[src/rtl/pc_fetch_unit_pkg.sv]
// Shared types and constants for the LEGv8 fetch front end.
// No logic; imported by the fetch unit and its bench.
package legv8_fetch_pkg;

    typedef enum logic [1:0] {
        FETCH = 2'd0,
        READY = 2'd1,
        FAULT = 2'd2
    } fetch_state_t;

    localparam int          INSTR_BYTES      = 4;
    localparam int          ALIGN_BITS       = $clog2(INSTR_BYTES);
    localparam logic [63:0] DEFAULT_RESET_PC = 64'h0;

endpackage

[src/rtl/pc_fetch_unit_if.sv]
// Instruction-memory req/ack channel: fetch unit is master, memory is slave.
// Request is held until ack; memory latency is unbounded.
interface pc_fetch_unit_if #(
    parameter int ADDR_W  = 64,
    parameter int INSTR_W = 32
);
    logic               imemReq;
    logic [ADDR_W-1:0]  imemAddr;
    logic               imemAck;
    logic [INSTR_W-1:0] imemData;

    modport master (
        output imemReq,
        output imemAddr,
        input  imemAck,
        input  imemData
    );

    modport slave (
        input  imemReq,
        input  imemAddr,
        output imemAck,
        output imemData
    );
endinterface

[src/rtl/pc_fetch_unit_pc_register.sv]
// Loadable program-counter register, async active-low reset to RESET_PC.
// One-cycle load latency; holds value when load is low.
module pc_register #(
    parameter int                ADDR_W   = 64,
    parameter logic [ADDR_W-1:0] RESET_PC = '0
) (
    input  logic              clk,
    input  logic              rst_n,
    input  logic              load,
    input  logic [ADDR_W-1:0] d,
    output logic [ADDR_W-1:0] q
);

    always_ff @(posedge clk or negedge rst_n) begin
        if (!rst_n) begin
            q <= RESET_PC;
        end else if (load) begin
            q <= d;
        end
    end

endmodule

[src/rtl/pc_fetch_unit.sv]
// LEGv8 PC + instruction fetch: ack -> instrValid in 1 cycle, 1 instr / 2 cycles max.
// Advance is blocked by stall and ignored outside READY; PC_ALIGN_CHECK_EN adds the FAULT trap.
module pc_fetch_unit
    import legv8_fetch_pkg::*;
#(
    parameter int                ADDR_W   = 64,
    parameter int                INSTR_W  = 32,
    parameter logic [ADDR_W-1:0] RESET_PC = ADDR_W'(DEFAULT_RESET_PC)
) (
    input  logic                CLK,
    input  logic                resetl,
    input  logic [ADDR_W-1:0]   nextPC,
    input  logic                advance,
    input  logic                stall,
    pc_fetch_unit_if.master     imem,
    output logic [ADDR_W-1:0]   currentPC,
    output logic [INSTR_W-1:0]  instruction,
    output logic                instrValid,
    output logic [31:0]         retiredCount,
    output logic                pcFault
);

    fetch_state_t       state;
    logic               req_q;
    logic [INSTR_W-1:0] instr_q;
    logic               vld_q;
    logic [31:0]        retired_q;
    logic               fault_q;

    logic               advance_ok;
    logic               pc_load;
    logic [ADDR_W-1:0]  pc_d;

    assign advance_ok = (state == READY) && advance && !stall;

`ifdef PC_ALIGN_CHECK_EN
    logic aligned;
    assign aligned = (nextPC[ALIGN_BITS-1:0] == '0);
    assign pc_load = advance_ok && aligned;
    assign pc_d    = nextPC;
`else
    // Low bits are cleared rather than trapped when alignment checking is off.
    assign pc_load = advance_ok;
    assign pc_d    = nextPC & ~ADDR_W'(INSTR_BYTES - 1);
`endif

    pc_register #(
        .ADDR_W   (ADDR_W),
        .RESET_PC (RESET_PC)
    ) u_pc_register (
        .clk   (CLK),
        .rst_n (resetl),
        .load  (pc_load),
        .d     (pc_d),
        .q     (currentPC)
    );

    always_ff @(posedge CLK or negedge resetl) begin
        if (!resetl) begin
            state     <= FETCH;
            req_q     <= 1'b0;
            instr_q   <= '0;
            vld_q     <= 1'b0;
            retired_q <= '0;
            fault_q   <= 1'b0;
        end else begin
            case (state)
                FETCH: begin
                    // Ack only counts against a request that is already on the wire.
                    if (req_q && imem.imemAck) begin
                        instr_q <= imem.imemData;
                        vld_q   <= 1'b1;
                        req_q   <= 1'b0;
                        state   <= READY;
                    end else begin
                        req_q   <= 1'b1;
                    end
                end
                READY: begin
                    if (advance_ok) begin
                        retired_q <= retired_q + 32'd1;
                        vld_q     <= 1'b0;
`ifdef PC_ALIGN_CHECK_EN
                        if (!aligned) begin
                            fault_q <= 1'b1;
                            req_q   <= 1'b0;
                            state   <= FAULT;
                        end else begin
                            req_q   <= 1'b1;
                            state   <= FETCH;
                        end
`else
                        req_q     <= 1'b1;
                        state     <= FETCH;
`endif
                    end
                end
                FAULT: begin
                    req_q <= 1'b0;
                    vld_q <= 1'b0;
                end
                default: begin
                    req_q <= 1'b0;
                    vld_q <= 1'b0;
                    state <= FETCH;
                end
            endcase
        end
    end

    assign imem.imemReq  = req_q;
    assign imem.imemAddr = currentPC;
    assign instruction   = instr_q;
    assign instrValid    = vld_q;
    assign retiredCount  = retired_q;
    assign pcFault       = fault_q;

endmodule

[src/flat_wrapper.sv]
// flat-port wrapper written by rule: the top's interface ports become plain ports
module pc_fetch_unit_flat import legv8_fetch_pkg::*;
#(
    parameter int                ADDR_W   = 64,
    parameter int                INSTR_W  = 32,
    parameter logic [ADDR_W-1:0] RESET_PC = ADDR_W'(DEFAULT_RESET_PC)
)
  (CLK, resetl, nextPC, advance, stall, currentPC, instruction, instrValid, retiredCount, pcFault, imem_imemReq, imem_imemAddr, imem_imemAck, imem_imemData);
  pc_fetch_unit_if #(.ADDR_W(ADDR_W), .INSTR_W(INSTR_W)) imem_i ();
  input  logic CLK;
  input  logic resetl;
  input  logic [ADDR_W-1:0] nextPC;
  input  logic advance;
  input  logic stall;
  output logic [ADDR_W-1:0] currentPC;
  output logic [INSTR_W-1:0] instruction;
  output logic instrValid;
  output logic [31:0] retiredCount;
  output logic pcFault;
  output wire logic [$bits(imem_i.imemReq)-1:0] imem_imemReq;
  output wire logic [$bits(imem_i.imemAddr)-1:0] imem_imemAddr;
  input wire logic [$bits(imem_i.imemAck)-1:0] imem_imemAck;
  input wire logic [$bits(imem_i.imemData)-1:0] imem_imemData;
  assign imem_imemReq = imem_i.imemReq;
  assign imem_imemAddr = imem_i.imemAddr;
  assign imem_i.imemAck = imem_imemAck;
  assign imem_i.imemData = imem_imemData;
  pc_fetch_unit #(.ADDR_W(ADDR_W), .INSTR_W(INSTR_W), .RESET_PC(RESET_PC)) u_core (.CLK(CLK), .resetl(resetl), .nextPC(nextPC), .advance(advance), .stall(stall), .imem(imem_i), .currentPC(currentPC), .instruction(instruction), .instrValid(instrValid), .retiredCount(retiredCount), .pcFault(pcFault));
endmodule
[config.mk]
export PLATFORM = sky130hd
export DESIGN_NAME = pc_fetch_unit_flat
export DESIGN_NICKNAME = d
export VERILOG_FILES = /design/src/rtl/pc_fetch_unit_pkg.sv /design/src/rtl/pc_fetch_unit_if.sv /design/src/rtl/pc_fetch_unit_pc_register.sv /design/src/rtl/pc_fetch_unit.sv /design/src/flat_wrapper.sv
export SDC_FILE = /design/constraint.sdc
export NUM_CORES = 1
export LEC_CHECK = 0
export CORE_ASPECT_RATIO = 1.5
export CORE_MARGIN = 2
export CORE_UTILIZATION = 36
export CTS_CLUSTER_SIZE = 30
export DETAILED_ROUTE_END_ITERATION = 10
export GPL_ROUTABILITY_DRIVEN = 0
export GPL_TIMING_DRIVEN = 0
export PLACE_DENSITY_LB_ADDON = 0.25
export SLEW_MARGIN = 20
export SYNTH_ARGS = -nofsm -noshare
export SYNTH_HDL_FRONTEND = slang
export SYNTH_SLANG_ARGS = --single-unit
[constraint.sdc]
create_clock -name CLK -period 1.61 [get_ports CLK]
set_clock_uncertainty 0.15 [all_clocks]
set_input_delay 0.322 -clock CLK [delete_from_list [all_inputs] [get_ports CLK]]
set_output_delay 0.322 -clock CLK [all_outputs]
set_load 0.1 [all_outputs]
Word level (Yosys, flattened, before mapping)
Index checks and enable logic that the tools add are counted.

cells by class
  add/subtract/negate cells = 1
  equal/unequal tests = 4
  muxes and demuxes = 9
  bitwise gates (word level) = 1
  reduce and logical (&&, ||, !) cells = 9

operators with widths
  cell                                           count
  adder 32 x 1 -> 32 bit, second input constant  1
  one-hot mux 2 bit (3 select lines)             1
  AND reduction 2 bit                            3
  two-way mux 1 bit                              4
  two-way mux 2 bit                              2
  != test 2 x 1 -> 1 bit, second input constant  2
  one-hot mux 1 bit (2 select lines)             2
  logical AND 1 bit                              3
  AND reduction 3 bit                            1
  == test 2 x 1 -> 1 bit, second input constant  1
  == test 2 bit, second input constant           1
  zero test 2 bit                                1
  zero test 1 bit                                1
  NOT 1 bit                                      1

word-level totals
  bits in registers = 130
  input port bits = 101
  output and inout port bits = 195
  word-level logic and storage cells = 30

Logic depth before layout (Yosys ltp)
  depth in word-level cells = 5
  gate-level depth with buffers = 6
  gate-level depth less buffers = 5

Hierarchy
From an unflattened synthesis, not the netlist that was laid out.

second synthesis, totals
  cell total of the unflattened synthesis = 409
  area total of the unflattened synthesis = 6,035.8 um2

modules (own cells, without submodules)
  module         times used  cells each  area an instance (um2)  seq. area each (um2)
  pc_fetch_unit  1           274         3,357.0                 1,651.6
  pc_register    1           135         2,678.8                 1,601.5

Worst setup path before layout
OpenSTA, ideal clock, no wires.

  path type = reg2reg
  start = register u_core.retired_q[20] (netlist: u_core.retiredCount[20])
  end = register u_core.retired_q[31] (netlist: u_core.retiredCount[31])
  setup time = 0.161 ns
  arrival time = 2.176 ns
  data required time = 1.299 ns
  path slack = -0.878 ns
  stages on the path, launching flop included = 6
  period minus slack after synthesis = 2.488 ns
  cell sequence = dfrtp_1 nand3_1 or4_1 buf_6 nor4_4 xor2_1

between the ends
  longest elaborated chain between the ends = 1

ends and longest elaborated chain
  what                      line                 text
  start: declaration        pc_fetch_unit.sv:27  logic [31:0] retired_q;
  start signal: assignment  pc_fetch_unit.sv:81  retired_q <= retired_q + 32'd1;
  adder 32 x 1 -> 32 bit    pc_fetch_unit.sv:81

No other way between the ends.
A chain may end at the register's enable or synchronous reset.

Final worst setup path
  start = register u_core.retired_q[6] (netlist: u_core.retiredCount[6])
  end = register u_core.retired_q[18] (netlist: u_core.retiredCount[18])

The elaborated chain is that of the path after synthesis.

==> qor.csv <==
stage,metric,value,unit
run_status,status,"complete, but fails checks",
run_status,failing checks,setup timing,
timing,Period minus WS final,1.85,ns
synthesis,cell taking the most area after synthesis,dfrtp_1,
min_path,worst hold path class,in2async,
synthesis,largest family of logic cells by synthesized area,simple AND/OR/NAND/NOR gates,
clocking,clk root buf,clkbuf_16,
floorplan,# IOs,296,
route,iteration-0 DRC count of the detailed router,160,
layout,"Core Util, Final",0.777,
synthesis,Synth cell types,30,
synthesis,post-synthesis xor/xnor area fraction,0.0485,
critical_path,crit-path max FO,5,
place,hpwl dp,13500,um
route,DRC,0,
timing,final hold slack,0.286,ns
floorplan,Die Wd,106,um
layout,"Design Area, Final",0.0118,mm2
synthesis,synth warn,1,
global_route,remaining global-route overflow,0,
route,average routed wire per standard cell,18.9,um
timing,fin. max-slew vios,0,
critical_path,required time of the critical path,1.78,ns
synthesis,Mapped Cells,542,
critical_path,arrival time worst endpoint,2.02,ns
route,First-pass DRT Iterations,4,
synthesis,simple-gate share of the synthesized area,0.203,
critical_path,CP cell instances,"and4_4, nand3_4, buf_12, buf_12, nor3_4, xor2_1",
place,I/O Buffers,288,
clocking,CTS buffer count,17,
floorplan,core box area,0.0151,mm2
critical_path,Setup crit end kind,flop,
critical_path,most used cell along the critical path,buf_12,
synthesis,"Avg Cell Area, Syn",10.3,um2
synthesis,post-synth top area share,0.572,
global_route,largest net degree at the start of global routing,70,
global_route,antenna violations before repair,0,
layout,antenna cells,0,
synthesis,register bit total from synthesis,128,
critical_path,max incr delay on CP,0.43,ns
floorplan,Die Ht,157,um
synthesis,Compound-Gate Fraction of Synth Area,0.00134,
timing,period utilization,1.15,
route,via count,5324,
critical_path,Buf/Inv on CP,2,
flow_run,max cap viols,0,
synthesis,Area contributors post-synth,"dfrtp_1 57%, nand2_1 14%, buf_4 9.0%, mux2_2 6.4%, xor2_1 3.1%",
critical_path,CP Launch Type,flop,
layout,NumNets Final,1017,
route,WL final,21300,um
clocking,TritonCTS Sinks,128,
global_route,first-pass GRT wire length,30500,um
global_route,vias in the first global route,5740,
route,via/cell ratio,4.72,
synthesis,Synth Area in Adders,0.00223,
synthesis,Post-Synthesis Cell Area,0.00560,mm2
critical_path,CP Class,reg2reg,
global_route,Total Routing Usage GR,0.238,
place,Placed Area,0.00937,mm2
layout,share of cells above drive strength 1,0.631,
clocking,"Clk Latency, worst-skew pair",0.41,ns
floorplan,floorplan row count,55,
floorplan,Initial Util,0.370,
clocking,H-tree depth,4,
route,final antenna-violating net count,0,
timing,FMAX,540,MHz
floorplan,die area,0.0166,mm2
timing,unrepaired setup endpoints after global routing,true,
clocking,TritonCTS clock tree,yes,
timing,final setup fails,74,
clocking,Clock Tree Buf Depth,2,
synthesis,multiplexer share of the synthesized area,0.0643,
critical_path,"CP delay by family, top",simple AND/OR/NAND/NOR gates,
critical_path,"Max stage delay cell, worst path",dfrtp_4,
timing,Hold Fails Final Rpt,0,
timing,post-route worst setup slack,-0.243,ns
clocking,"Reg clk slew, reported paths",0.06,ns
synthesis,register area share after synthesis,0.572,
layout,Synth-to-Final Area Change,110,%
==> path summary, 6_finish.rpt <==
check | start | to | slack, ns | cells past startpoint
setup / recovery | u_core.retiredCount[6]$_DFFE_PN0P_ | u_core.retiredCount[18]$_DFFE_PN0P_ | -0.24 | 6
hold / removal | resetl | u_core.retiredCount[30]$_DFFE_PN0P_ | 0.29 | 2
setup reg to reg | u_core.retiredCount[6]$_DFFE_PN0P_ | u_core.retiredCount[18]$_DFFE_PN0P_ | -0.24 | 6
hold reg to reg | u_core.retiredCount[31]$_DFFE_PN0P_ | u_core.retiredCount[31]$_DFFE_PN0P_ | 0.34 | 1
max in group asynchronous | resetl | u_core.u_pc_register.q[16]$_DFFE_PN0P_ | 0.29 | 3
min in group CLK | nextPC[5] | u_core.u_pc_register.q[5]$_DFFE_PN0P_ | 0.29 | 3
==> worst reg2reg max path, delay by kind of cell (launching register included) <==
family | cells | cell delay (ns)
and+or+nand+nor | 3 | 0.61
DFF | 1 | 0.43
xor gates and xnor gates | 1 | 0.22
buffers and inverters | 2 | 0.34
==> cell usage in the layout, fill, tap and decap left out, types with 2 or more instances in the layout <==
cell type and n:
conb_1 5, dfrtp_2 68, inv_1 3, clkinvlp_4 5, clkdlybuf4s50_1 97, xor2_1 20, nand3_2 3, clkinv_4 3
buf_8 12, nand4_1 7, and4_4 2, nand3b_1 2, clkbuf_8 2, buf_12 82, clkbuf_1 2, buf_16 2
nor3_4 8, nand2_1 150, dfrtp_1 35, nand3_4 3, xnor2_1 9, nand2_2 38, buf_4 118, nand3_1 5
clkbuf_16 22, inv_6 4, xnor2_2 2, nor2_4 2, nand2_4 14, dfrtp_4 25, clkbuf_2 5, buf_6 112
nor4_4 12, and3_1 2, mux2_2 32
==> Yosys cell counts <==
| cell type | number |
|---|---|
| and2_1 | 1 |
| and3_1 | 3 |
| and3b_1 | 1 |
| and4_1 | 4 |
| buf_1 | 4 |
| buf_2 | 2 |
| buf_4 | 67 |
| buf_6 | 1 |
| clkbuf_1 | 14 |
| conb_1 | 1 |
| dfrtp_1 | 128 |
| ha_1 | 1 |
| inv_1 | 3 |
| mux2_2 | 32 |
| nand2_1 | 203 |
| nand2b_1 | 1 |
| nand3_1 | 10 |
| nand3_2 | 1 |
| nand3b_1 | 2 |
| nand4_1 | 7 |
| nor2_1 | 2 |
| nor3_1 | 8 |
| nor4_1 | 6 |
| nor4_2 | 5 |
| nor4_4 | 1 |
| o21a_1 | 1 |
| or3_1 | 1 |
| or4_1 | 1 |
| xnor2_1 | 11 |
| xor2_1 | 20 |
==> flip-flops by register name (all words and copies together) (netlist names) <==
name                    count
u_core.instruction         32
u_core.instrValid           1
u_core.retiredCount        32
u_core.imem.imemReq         1
u_core.u_pc_register.q     62
==> per-layer routing <==
layer  part of all wire  vias up  GRT usage
li1                   -     2419          -
met1               0.33     2633      0.248
met3              0.064       52     0.0716
met5                  0        -          0
met4              0.033        0     0.0890
met2               0.57      220      0.447
==> metrics by stage <==
step | TNS (ns) | setup WS, ns | std cells
finish | -5.77 | -0.243 | 1127
global route | -9.67 | -0.284 | 1127
CTS | -2.00 | -0.157 | 1100
detailed placement | -115.12 | -0.608 | 1034
global placement | -788.28 | -5.75 | 1033
floorplan | -9.15 | -0.332 | 546
==> cells by family after synthesis <==
family                     Yosys count
DFF                                128
and+or+nand+nor                    257
AOI/OAI and AO/OA                    1
other                                1
buffers and inverters               91
adders and majority gates            1
muxes                               32
xor gates and xnor gates            31
==> final cells by class <==
cell class                 count  area, um2
buffer                        82        900
clock buffer                  18        429
clock inverter                14        134
fill                         899       3380
inverter                       3       11.3
multi-input combinational    327       2360
sequential                   128       3380
tap                          199        249
timing repair buffer         356       4290
==> timing repair <==
item | CTS | global route
resized for setup | 1440 | 154
buffers inserted | 32 | 29
cloned | 2 | 5
pin swaps | 17 | 64
hold buffers | 1 | 0
setup endpoints to repair | 242 | 172
hold endpoints to repair | 59 | 0
Power is left out: the tool's default activity adds up to more than one toggle a clock period on the data nets, which glitch-free logic cannot reach.
